`config.mk`:
```
export PLATFORM = sky130hd
export DESIGN_NAME = hilo_mdu
export DESIGN_NICKNAME = d
export VERILOG_FILES = /design/src/rtl/mdu_pkg.sv /design/src/rtl/mdu_shift_add.sv /design/src/rtl/hilo_mdu.sv
export SDC_FILE = /design/constraint.sdc
export NUM_CORES = 1
export LEC_CHECK = 0
export CORE_AREA = 8 8 274 276
export DETAILED_ROUTE_END_ITERATION = 16
export DIE_AREA = 0 0 282 284
export DONT_BUFFER_PORTS = 1
export SLEW_MARGIN = 20
export SYNTH_ARGS = -nofsm -noshare
export SYNTH_HDL_FRONTEND = slang
export SYNTH_SLANG_ARGS = --single-unit
export TNS_END_PERCENT = 20
```
`constraint.sdc`:
```
create_clock -name clk -period 7.2 [get_ports clk]
set_input_delay 1.08 -clock clk [delete_from_list [all_inputs] [get_ports clk]]
set_output_delay 1.08 -clock clk [all_outputs]
set_load 0.02 [all_outputs]
```
`src/rtl/mdu_pkg.sv`:
```
// mdu_pkg: op encodings, FSM states and op-class predicates shared by the HI/LO multiply unit
package mdu_pkg;
    typedef enum logic [2:0] {
        MDU_NOP   = 3'd0,
        MDU_MULT  = 3'd1,
        MDU_MULTU = 3'd2,
        MDU_MADD  = 3'd3,
        MDU_MADDU = 3'd4,
        MDU_MTHI  = 3'd5,
        MDU_MTLO  = 3'd6,
        MDU_RSVD  = 3'd7
    } mdu_op_e;

    typedef enum logic [1:0] {IDLE, MUL, FIN} mdu_state_e;

    function automatic logic is_signed_op(input logic [2:0] op);
        return op == MDU_MULT || op == MDU_MADD;
    endfunction

    function automatic logic is_acc_op(input logic [2:0] op);
        return op == MDU_MADD || op == MDU_MADDU;
    endfunction
endpackage

```
`src/rtl/mdu_shift_add.sv`:
```
// mdu_shift_add: iterative radix-2 unsigned WIDTH x WIDTH multiplier, one multiplier bit per cycle, LSB first
//   i_start : load operands, clear counter and partial product
//   i_en    : perform one shift-add iteration
//   i_a/i_b : unsigned multiplicand / multiplier
//   o_prod  : 2*WIDTH-bit partial (final after WIDTH iterations) product
//   o_done  : high during the last iteration (counter = WIDTH-1)
module mdu_shift_add
    import mdu_pkg::*;
#(
    parameter int WIDTH = 32
) (
    input  logic                 clk,
    input  logic                 reset,
    input  logic                 i_start,
    input  logic                 i_en,
    input  logic [WIDTH-1:0]     i_a,
    input  logic [WIDTH-1:0]     i_b,
    output logic [2*WIDTH-1:0]   o_prod,
    output logic                 o_done
);
    localparam int CW = $clog2(WIDTH);

    logic [2*WIDTH-1:0] r_mcand;
    logic [2*WIDTH-1:0] r_prod;
    logic [WIDTH-1:0]   r_mplier;
    logic [CW-1:0]      r_cnt;

    always_ff @(posedge clk or posedge reset) begin
        if (reset) begin
            r_mcand  <= '0;
            r_prod   <= '0;
            r_mplier <= '0;
            r_cnt    <= '0;
        end else if (i_start) begin
            r_mcand  <= {{WIDTH{1'b0}}, i_a};
            r_prod   <= '0;
            r_mplier <= i_b;
            r_cnt    <= '0;
        end else if (i_en) begin
            r_prod   <= r_prod + (r_mplier[0] ? r_mcand : '0);
            r_mcand  <= r_mcand << 1;
            r_mplier <= r_mplier >> 1;
            r_cnt    <= r_cnt + 1'b1;
        end
    end

    assign o_prod = r_prod;
    assign o_done = i_en && r_cnt == CW'(WIDTH - 1);
endmodule

```
`src/rtl/hilo_mdu.sv`:
```
// hilo_mdu: multi-cycle multiply/accumulate unit owning the architectural HI/LO registers
//   clk, reset    : clock, asynchronous active-high reset
//   start, op     : operation request (sampled only in IDLE) and op code
//   rs_val/rt_val : operand A (also MTHI/MTLO source) / operand B
//   busy          : multiply in flight, core must stall
//   done          : one-cycle pulse after HI/LO take a multiply result
//   hi, lo        : architectural HI and LO registers
module hilo_mdu
    import mdu_pkg::*;
#(
    parameter int WIDTH = 32
) (
    input  logic             clk,
    input  logic             reset,
    input  logic             start,
    input  logic [2:0]       op,
    input  logic [WIDTH-1:0] rs_val,
    input  logic [WIDTH-1:0] rt_val,
    output logic             busy,
    output logic             done,
    output logic [WIDTH-1:0] hi,
    output logic [WIDTH-1:0] lo
);
    mdu_state_e         r_state;
    mdu_state_e         w_next;
    logic [2:0]         r_op;
    logic               r_neg;
    logic               r_done;
    logic [WIDTH-1:0]   r_hi;
    logic [WIDTH-1:0]   r_lo;
    logic               w_accept;
    logic               w_mul_op;
    logic               w_sgn;
    logic [WIDTH-1:0]   w_a_mag;
    logic [WIDTH-1:0]   w_b_mag;
    logic [2*WIDTH-1:0] w_mag_prod;
    logic [2*WIDTH-1:0] w_prod;
    logic [2*WIDTH-1:0] w_result;
    logic               w_last;

    assign w_accept = start && r_state == IDLE;
    assign w_mul_op = op >= MDU_MULT && op <= MDU_MADDU;
    assign w_sgn    = is_signed_op(op);
    // The most negative value maps to 2^(WIDTH-1), which fits as an unsigned magnitude.
    assign w_a_mag  = (w_sgn && rs_val[WIDTH-1]) ? -rs_val : rs_val;
    assign w_b_mag  = (w_sgn && rt_val[WIDTH-1]) ? -rt_val : rt_val;

    mdu_shift_add #(.WIDTH(WIDTH)) u_core (
        .clk    (clk),
        .reset  (reset),
        .i_start(w_accept && w_mul_op),
        .i_en   (r_state == MUL),
        .i_a    (w_a_mag),
        .i_b    (w_b_mag),
        .o_prod (w_mag_prod),
        .o_done (w_last)
    );

    assign w_prod   = r_neg ? -w_mag_prod : w_mag_prod;
    assign w_result = is_acc_op(r_op) ? {r_hi, r_lo} + w_prod : w_prod;

    always_ff @(posedge clk or posedge reset) begin
        if (reset) r_state <= IDLE;
        else       r_state <= w_next;
    end

    always_comb begin
        w_next = r_state;
        case (r_state)
            IDLE:    w_next = (w_accept && w_mul_op) ? MUL : IDLE;
            MUL:     w_next = w_last ? FIN : MUL;
            FIN:     w_next = IDLE;
            default: w_next = IDLE;
        endcase
    end

    always_ff @(posedge clk or posedge reset) begin
        if (reset) begin
            r_op   <= MDU_NOP;
            r_neg  <= 1'b0;
            r_done <= 1'b0;
            r_hi   <= '0;
            r_lo   <= '0;
        end else begin
            r_done <= r_state == FIN;
            if (w_accept && w_mul_op) begin
                r_op  <= op;
                r_neg <= w_sgn && (rs_val[WIDTH-1] ^ rt_val[WIDTH-1]);
            end
            if (r_state == FIN)
                {r_hi, r_lo} <= w_result;
            else if (w_accept && op == MDU_MTHI)
                r_hi <= rs_val;
            else if (w_accept && op == MDU_MTLO)
                r_lo <= rs_val;
        end
    end

    assign busy = r_state != IDLE;
    assign done = r_done;
    assign hi   = r_hi;
    assign lo   = r_lo;
endmodule
```
==> results of run 1 <==
==> report_power, final <==
part / switching, mW / internal (mW) / leakage (nW)
clock: 0.652 / 0.942 / 0.518
sequential: 1.13 / 1.93 / 2.91
combinational: 5.02 / 3.29 / 5.76
==> synth_stat cells, drive strengths merged, types with 13 or more instances <==
cell type / count
nand2: 316
o21ai: 276
dfrtp: 236
a21oi: 222
xnor2: 155
ha: 145
clkbuf: 127
nor2: 124
xor2: 84
and2: 80
a22oi: 66
a21o: 64
nand3: 59
inv: 56
o21bai: 40
nand4: 37
nor3: 33
o31ai: 29
mux2i: 28
a31oi: 27
a211oi: 24
o211ai: 24
nor2b: 18
o41ai: 18
or4: 18
o21a: 17
nand2b: 16
buf: 15
or3: 14
a311oi: 13
nor4: 13
==> cell usage in the layout (no fill, tap or decap), types with 27 or more instances in the layout <==
master,netlist,routed
nand2_1,316,315
o21ai_0,275,274
dfrtp_1,236,235
a21oi_1,222,222
xnor2_1,155,155
ha_1,145,145
nor2_1,124,123
xor2_1,84,84
and2_1,78,77
a22oi_1,66,66
a21o_1,64,64
nand3_1,59,59
inv_1,56,55
o21bai_1,40,39
nand4_1,36,36
nor3_1,31,31
clkbuf_16,0,31
o31ai_1,28,28
mux2i_1,28,28
a31oi_1,27,27
==> through the flow <==
stage | cell area [µm²] | power, mW | hold slack (ns) | utilization [%] | std cells
2_1_floorplan | 20270 | 9.124 | 0.4502 | - | 2520
3_3_place_gp | 21110 | 11.27 | 0.4689 | 29.84 | 3344
3_5_place_dp | 21110 | 11.22 | 0.4712 | 29.84 | 3344
4_1_cts | 22160 | 12.90 | 0.4494 | 31.32 | 3401
5_1_grt | 22160 | 14.08 | 0.4777 | 31.32 | 3401
6_report | 22160 | 12.96 | 0.4477 | 31.32 | 3403
==> worst max path at each step <==
stage,startpoint,end,slack [ns],cells after the start
3_3_place_gp,u_core.o_prod[0],hi[28],1.19,16
4_1_cts,u_core.o_prod[1],hi[21],1.00,19
2_1_floorplan,u_core.o_prod[7],hi[31],2.13,20
3_5_place_dp,u_core.o_prod[1],hi[21],1.02,19
5_1_grt,u_core.o_prod[1],hi[21],0.53,19
6_report,u_core.o_prod[1],hi[21],0.94,19
==> logic make-up (layout without fill, tap and decap cells) <==
| family | after synthesis | count (layout) | synth area share (%) |
|---|---|---|---|
| AO/OA/AOI/OAI | 895 | 895 | 27.61 |
| XOR/XNOR | 239 | 239 | 10.33 |
| adder cells (fa/ha/maj) | 147 | 147 | 9.149 |
| buffers and inverters | 199 | 130 | 3.698 |
| flip-flops | 236 | 236 | 29.14 |
| multiplexers | 34 | 34 | 1.716 |
| other | 0 | 2 | 0 |
| AND/OR/NAND/NOR | 770 | 770 | 18.36 |
==> final cells by class <==
| type | instances | area (µm²) |
|---|---|---|
| Antenna cell | 2 | 5.005 |
| Clock buffer | 43 | 900.9 |
| Clock inverter | 14 | 143.9 |
| Fill cell | 7472 | 48590 |
| Inverter | 57 | 217.7 |
| Multi-Input combinational cell | 2085 | 13670 |
| Sequential cell | 236 | 5907 |
| Tap cell | 950 | 1189 |
| Timing Repair Buffer | 16 | 132.6 |
==> state kept, by name (all words and copies together), names as in the netlist <==
signal,flops
u_core.r_mplier,32
r_op,3
u_core.o_prod,64
u_core.r_cnt,5
lo,32
done,1
hi,32
r_neg,1
u_core.r_mcand,64
r_state,2
==> worst register-to-register path, delay by kind of cell (launching register included) <==
kind,cells,cell delay [ns]
AO/OA/AOI/OAI,5,1.71
adder cells (fa/ha/maj),2,0.60
flip-flops,1,0.43
multiplexers,1,0.29
XOR/XNOR,1,0.17
buffers and inverters,2,0.20
AND/OR/NAND/NOR,8,2.77
==> per-layer routing <==
| metal | share of wire (%) | vias up | track usage, % |
|---|---|---|---|
| met5 | 0 | - | 0 |
| met2 | 44 | 527 | 26.33 |
| met3 | 6.6 | 97 | 3.107 |
| met4 | 4.0 | 0 | 5.930 |
| li1 | - | 9012 | - |
| met1 | 45 | 8917 | 22.56 |
==> results.md, run 1 <==
* Status: completed
* Worst setup margin at 0.9399 ns
* Clock buffer depth at 3
* Power Density at 584.9 nW/µm²
* Number of synthesized flops with an enable pin at 0
* Fmax at 159.7 MHz
* Post-place setup slack at 1.023 ns
* Starting Density at 28.65%
* Leak at 9.192 nW
* Layout net count at 2644
* Family with the most delay on the worst path: simple AND/OR/NAND/NOR gates
* Critical path, cell by cell: inv_1 > ha_1 > nand2_1 > nor4_1 > nand3_1 > or4_1 > o41ai_1 > xnor2_1 > ha_1 > nand4_1 > nor3_1 > inv_1 > a2111oi_0 > o21ai_0 > o211a_1 > nor4b_1 > nor2b_1 > mux2_2 > a221oi_1
* Post-cts resize count at 0
* R2R depth at 19
* Worst path arrival time at 6.78 ns
* Hold-fix buffers, CTS at 0
* Avg Synthesized Cell Area at 8.043 µm²
* Rows at 98
* Clock sinks at 236
* Syn Std Cell Area at 20270 µm²
* Worst path buffer plus inverter count at 2
* Max Cap Viol at 0
* Total track usage at 16.69%
* First-pass GRT wire length at 107300 µm
* WS Path Type: register to register
* CTS tree: done
* Critical Path End Type: register
* Async SR Flop Fraction at 100.0%
* Sequential area share after synthesis at 29.14%
* Die footprint at 80090 µm²
* Antenna violations before repair at 2
* Total number of vias at 18.55k
* Setup tns final at 0 ns
* Final ANT Viol Nets at 0
* Fin. max-slew vios at 0
* I/O Buffers at 0
* Total gr overflow at 0
* Synth cell types at 77
* Via-per-instance ratio at 5.452
* R2r setup slk at 0.94 ns
* Mapped Cells at 2520
* Top-Level Pins at 136
* Reg2reg end: hi[21]
* Ratio of cells with drive above 1 in the final layout at 4.570%
* Yosys top cell by area: dfrtp_1
* Fin. Hold Viols at 0
* Synth area leaders: dfrtp_1, ha_1, o21ai_0
* Worst-Skew Late Latency at 0.63 ns
* WL/cell at 20.40 µm
* Share of the synthesized area in the top cell type at 29.14%
* Core Box Area at 70750 µm²
* DR pass1 iterations at 6
* CP max-delay cell: nor4_1
* Critical path fanouts, max at 6
* Clk_skew at 0.04897 ns
* Clock transition at path regs at 0.06 ns
* Hold WC Path Type: primary input to async pin
* CTS buffer count at 31
* Max-slew headroom at 26.99%
* H-tree depth at 1
* Endpoints failing setup at 0
* Vias in the first global route at 17.81k
* CP max stage delay at 0.70 ns
* Largest net degree at the start of global routing at 147
* Clock root cell: clkbuf_16
* Hpwl dp at 52540 µm
* RSZ-0062 raised after global routing: no
* Synth Flop Type: dfrtp_1
* Req. time, crit path at 7.72 ns
* Final WL at 69410 µm
* Worst Tran Pin Value at 1.091 ns
* Die width at 282 µm
* Initial DRC count at 1560
* Final Cycle Share at 86.95%
* Post-synthesis register bit count at 236
* Peak VDD IR at 0.0002563 V
* Post-CTS Setup Bufs at 0
* Net Count, Synth at 2737
* Worst r2r src: u_core.o_prod[1]
* Area Overhead vs Synth at 9.340%
* Remaining DRCs at 0
* Yosys warning count at 0
* Tmin final at 6.260 ns
* Die Span Y at 284 µm
* RePlAce Congestion at 0.9379
* Startpoint types: register
Note: power is estimated with default switching activity, not from simulation.
==> run 2, diff against run 1 <==
Clock period 7.2 ns to 8.1 ns, I/O delays scaled along.
==> run 2 against run 1 <==
Via count about the same. Utilization about the same. Clock-buffer cell count up 6. Critical endpoint unchanged. Cell count about the same. First-iteration DRC count down 3.1%. Worst setup slack better by 0.96 ns. Critical path type unchanged. Hold slack better by 0.034 ns. Critical path depth unchanged. Wire length up 0.88%. Largest power group unchanged. Cell area about the same. Sequential share of layout area about the same.
==> results.md, run 2 (synthesized netlist as in run 1, its figures left out) <==
* Final WL at 70020 µm
* Total gr overflow at 0
* Seq. cell area at 5907 µm²
* RSZ-0062 raised after global routing: no
* Area of the multi-input gates at 13670 µm²
* Rows at 98
* Worst path arrival time at 6.73 ns
* Layout fillers at 7579
* Worst Tran Pin Value at 1.116 ns
* RePlAce Congestion at 0.9633
* CTS tree: done
* Critical Path End Type: register
* Die width at 282 µm
* Worst-Skew Late Latency at 0.63 ns
* Hold WC Path Type: register to register
* Status: completed
* Fin. Hold Viols at 0
* Final core occ at 31.30%
* Die footprint at 80090 µm²
* First-pass GRT wire length at 107900 µm
* R2R depth at 19
* Ratio of cells with drive above 1 in the final layout at 4.447%
* Hold Path Depth at 2
* Hpwl dp at 52870 µm
* Fin. max-slew vios at 0
* Area Overhead vs Synth at 9.266%
* Top-Level Pins at 136
* Clock transition at path regs at 0.06 ns
* Max-slew headroom at 23.71%
* Final ANT Viol Nets at 0
* Most frequent cells in the layout: nand2_1, o21ai_0, dfrtp_1
* Via-per-instance ratio at 5.460
* WS Path Type: register to register
* Core Box Area at 70750 µm²
* # diodes at 0
* Initial DRC count at 1512
* Total number of vias at 18.57k
* Endpoints failing setup at 0
* Vias in the first global route at 17.91k
* Layout net count at 2647
* Leak at 9.191 nW
* Post-cts resize count at 0
* Tmin final at 6.204 ns
* Power Density at 519.5 nW/µm²
* CTS buffer count at 31
* Largest net degree at the start of global routing at 88
* Setup tns final at 0 ns
* I/O Buffers at 0
* Most common cell after layout, fill and taps aside: nand2_1
* Starting Density at 28.65%
* Antenna violations before repair at 0
* Peak VDD IR at 0.0002523 V
* Final Cycle Share at 76.59%
* Hold-fix buffers, CTS at 0
* Startpoint types: register
* Post-CTS Setup Bufs at 0
* Clock root cell: clkbuf_16
* DR pass1 iterations at 8
* Max Cap Viol at 0
* Total track usage at 16.89%
* Critical path fanouts, max at 6
* WL/cell at 20.59 µm
* H-tree depth at 1
* Remaining DRCs at 0
* Clock sinks at 236
* Req. time, crit path at 8.63 ns
* Die Span Y at 284 µm
* Clock buffer depth at 3
* Fmax at 161.2 MHz
* Clk_skew at 0.05454 ns
run 2: critical path: stages, from the launching register on:
cell and delay (ns):
dfrtp_1 0.42, inv_1 0.14, ha_1 0.18, nand2_1 0.10, nor4_1 0.70, nand3_1 0.28, or4_1 0.58, o41ai_1 0.35
xnor2_1 0.15, ha_1 0.41, nand4_1 0.17, nor3_1 0.30, inv_1 0.06, a2111oi_0 0.53, o21ai_0 0.29, o211a_1 0.33
nor4b_1 0.45, nor2b_1 0.11, mux2_2 0.29, a221oi_1 0.27
run 2: layer usage:
layer | vias to the layer above | global-route usage (%) | part of all wire (%)
li1 | 9013 | - | -
met1 | 8884 | 22.75 | 45
met2 | 554 | 26.29 | 44
met3 | 118 | 2.918 | 6.4
met4 | 0 | 7.278 | 4.9
met5 | - | 0 | 0
run 2: final timing paths:
path / from / to / slack [ns]
min: u_core.r_mplier[0] / u_core.r_mplier[0] / 0.48
max in group asynchronous: reset / u_core.o_prod[42] / 6.20
min reg2reg: u_core.r_mplier[0] / u_core.r_mplier[0] / 0.48
min in group asynchronous: reset / u_core.r_mplier[15] / 0.56
max reg2reg: u_core.o_prod[1] / hi[21] / 1.90
max: u_core.o_prod[1] / hi[21] / 1.90
run 2: through the flow:
step	setup slack, ns	hold WS [ns]	total power, mW	std cells	area [µm²]
after floorplan	0.4103	0.4502	8.110	2520	20270
after global placement	2.099	0.4612	9.987	3347	21130
after detailed placement	1.909	0.4763	9.966	3347	21130
after CTS	1.909	0.4927	11.45	3401	22150
after global routing	1.524	0.5089	12.49	3401	22150
final	1.896	0.4813	11.51	3401	22150
run 2: layout make-up:
| cell class | instances | area share, % |
|---|---|---|
| Inverter | 57 | 1.000 |
| Sequential cell | 236 | 26.67 |
| Clock inverter | 5 | 0.3051 |
| Tap cell | 950 | 5.367 |
| Clock buffer | 49 | 4.305 |
| Multi-Input combinational cell | 2085 | 61.71 |
| Timing Repair Buffer | 19 | 0.6441 |
run 2: power breakdown:
| group | leakage, nW | total (mW) | switching (mW) | internal [mW] |
|---|---|---|---|---|
| Combinational | 5.78 | 7.40 | 4.48 | 2.92 |
| Clock | 0.501 | 1.41 | 0.584 | 0.831 |
| Sequential | 2.91 | 2.69 | 0.977 | 1.72 |
| Total | 9.19 | 11.5 | 6.04 | 5.47 |
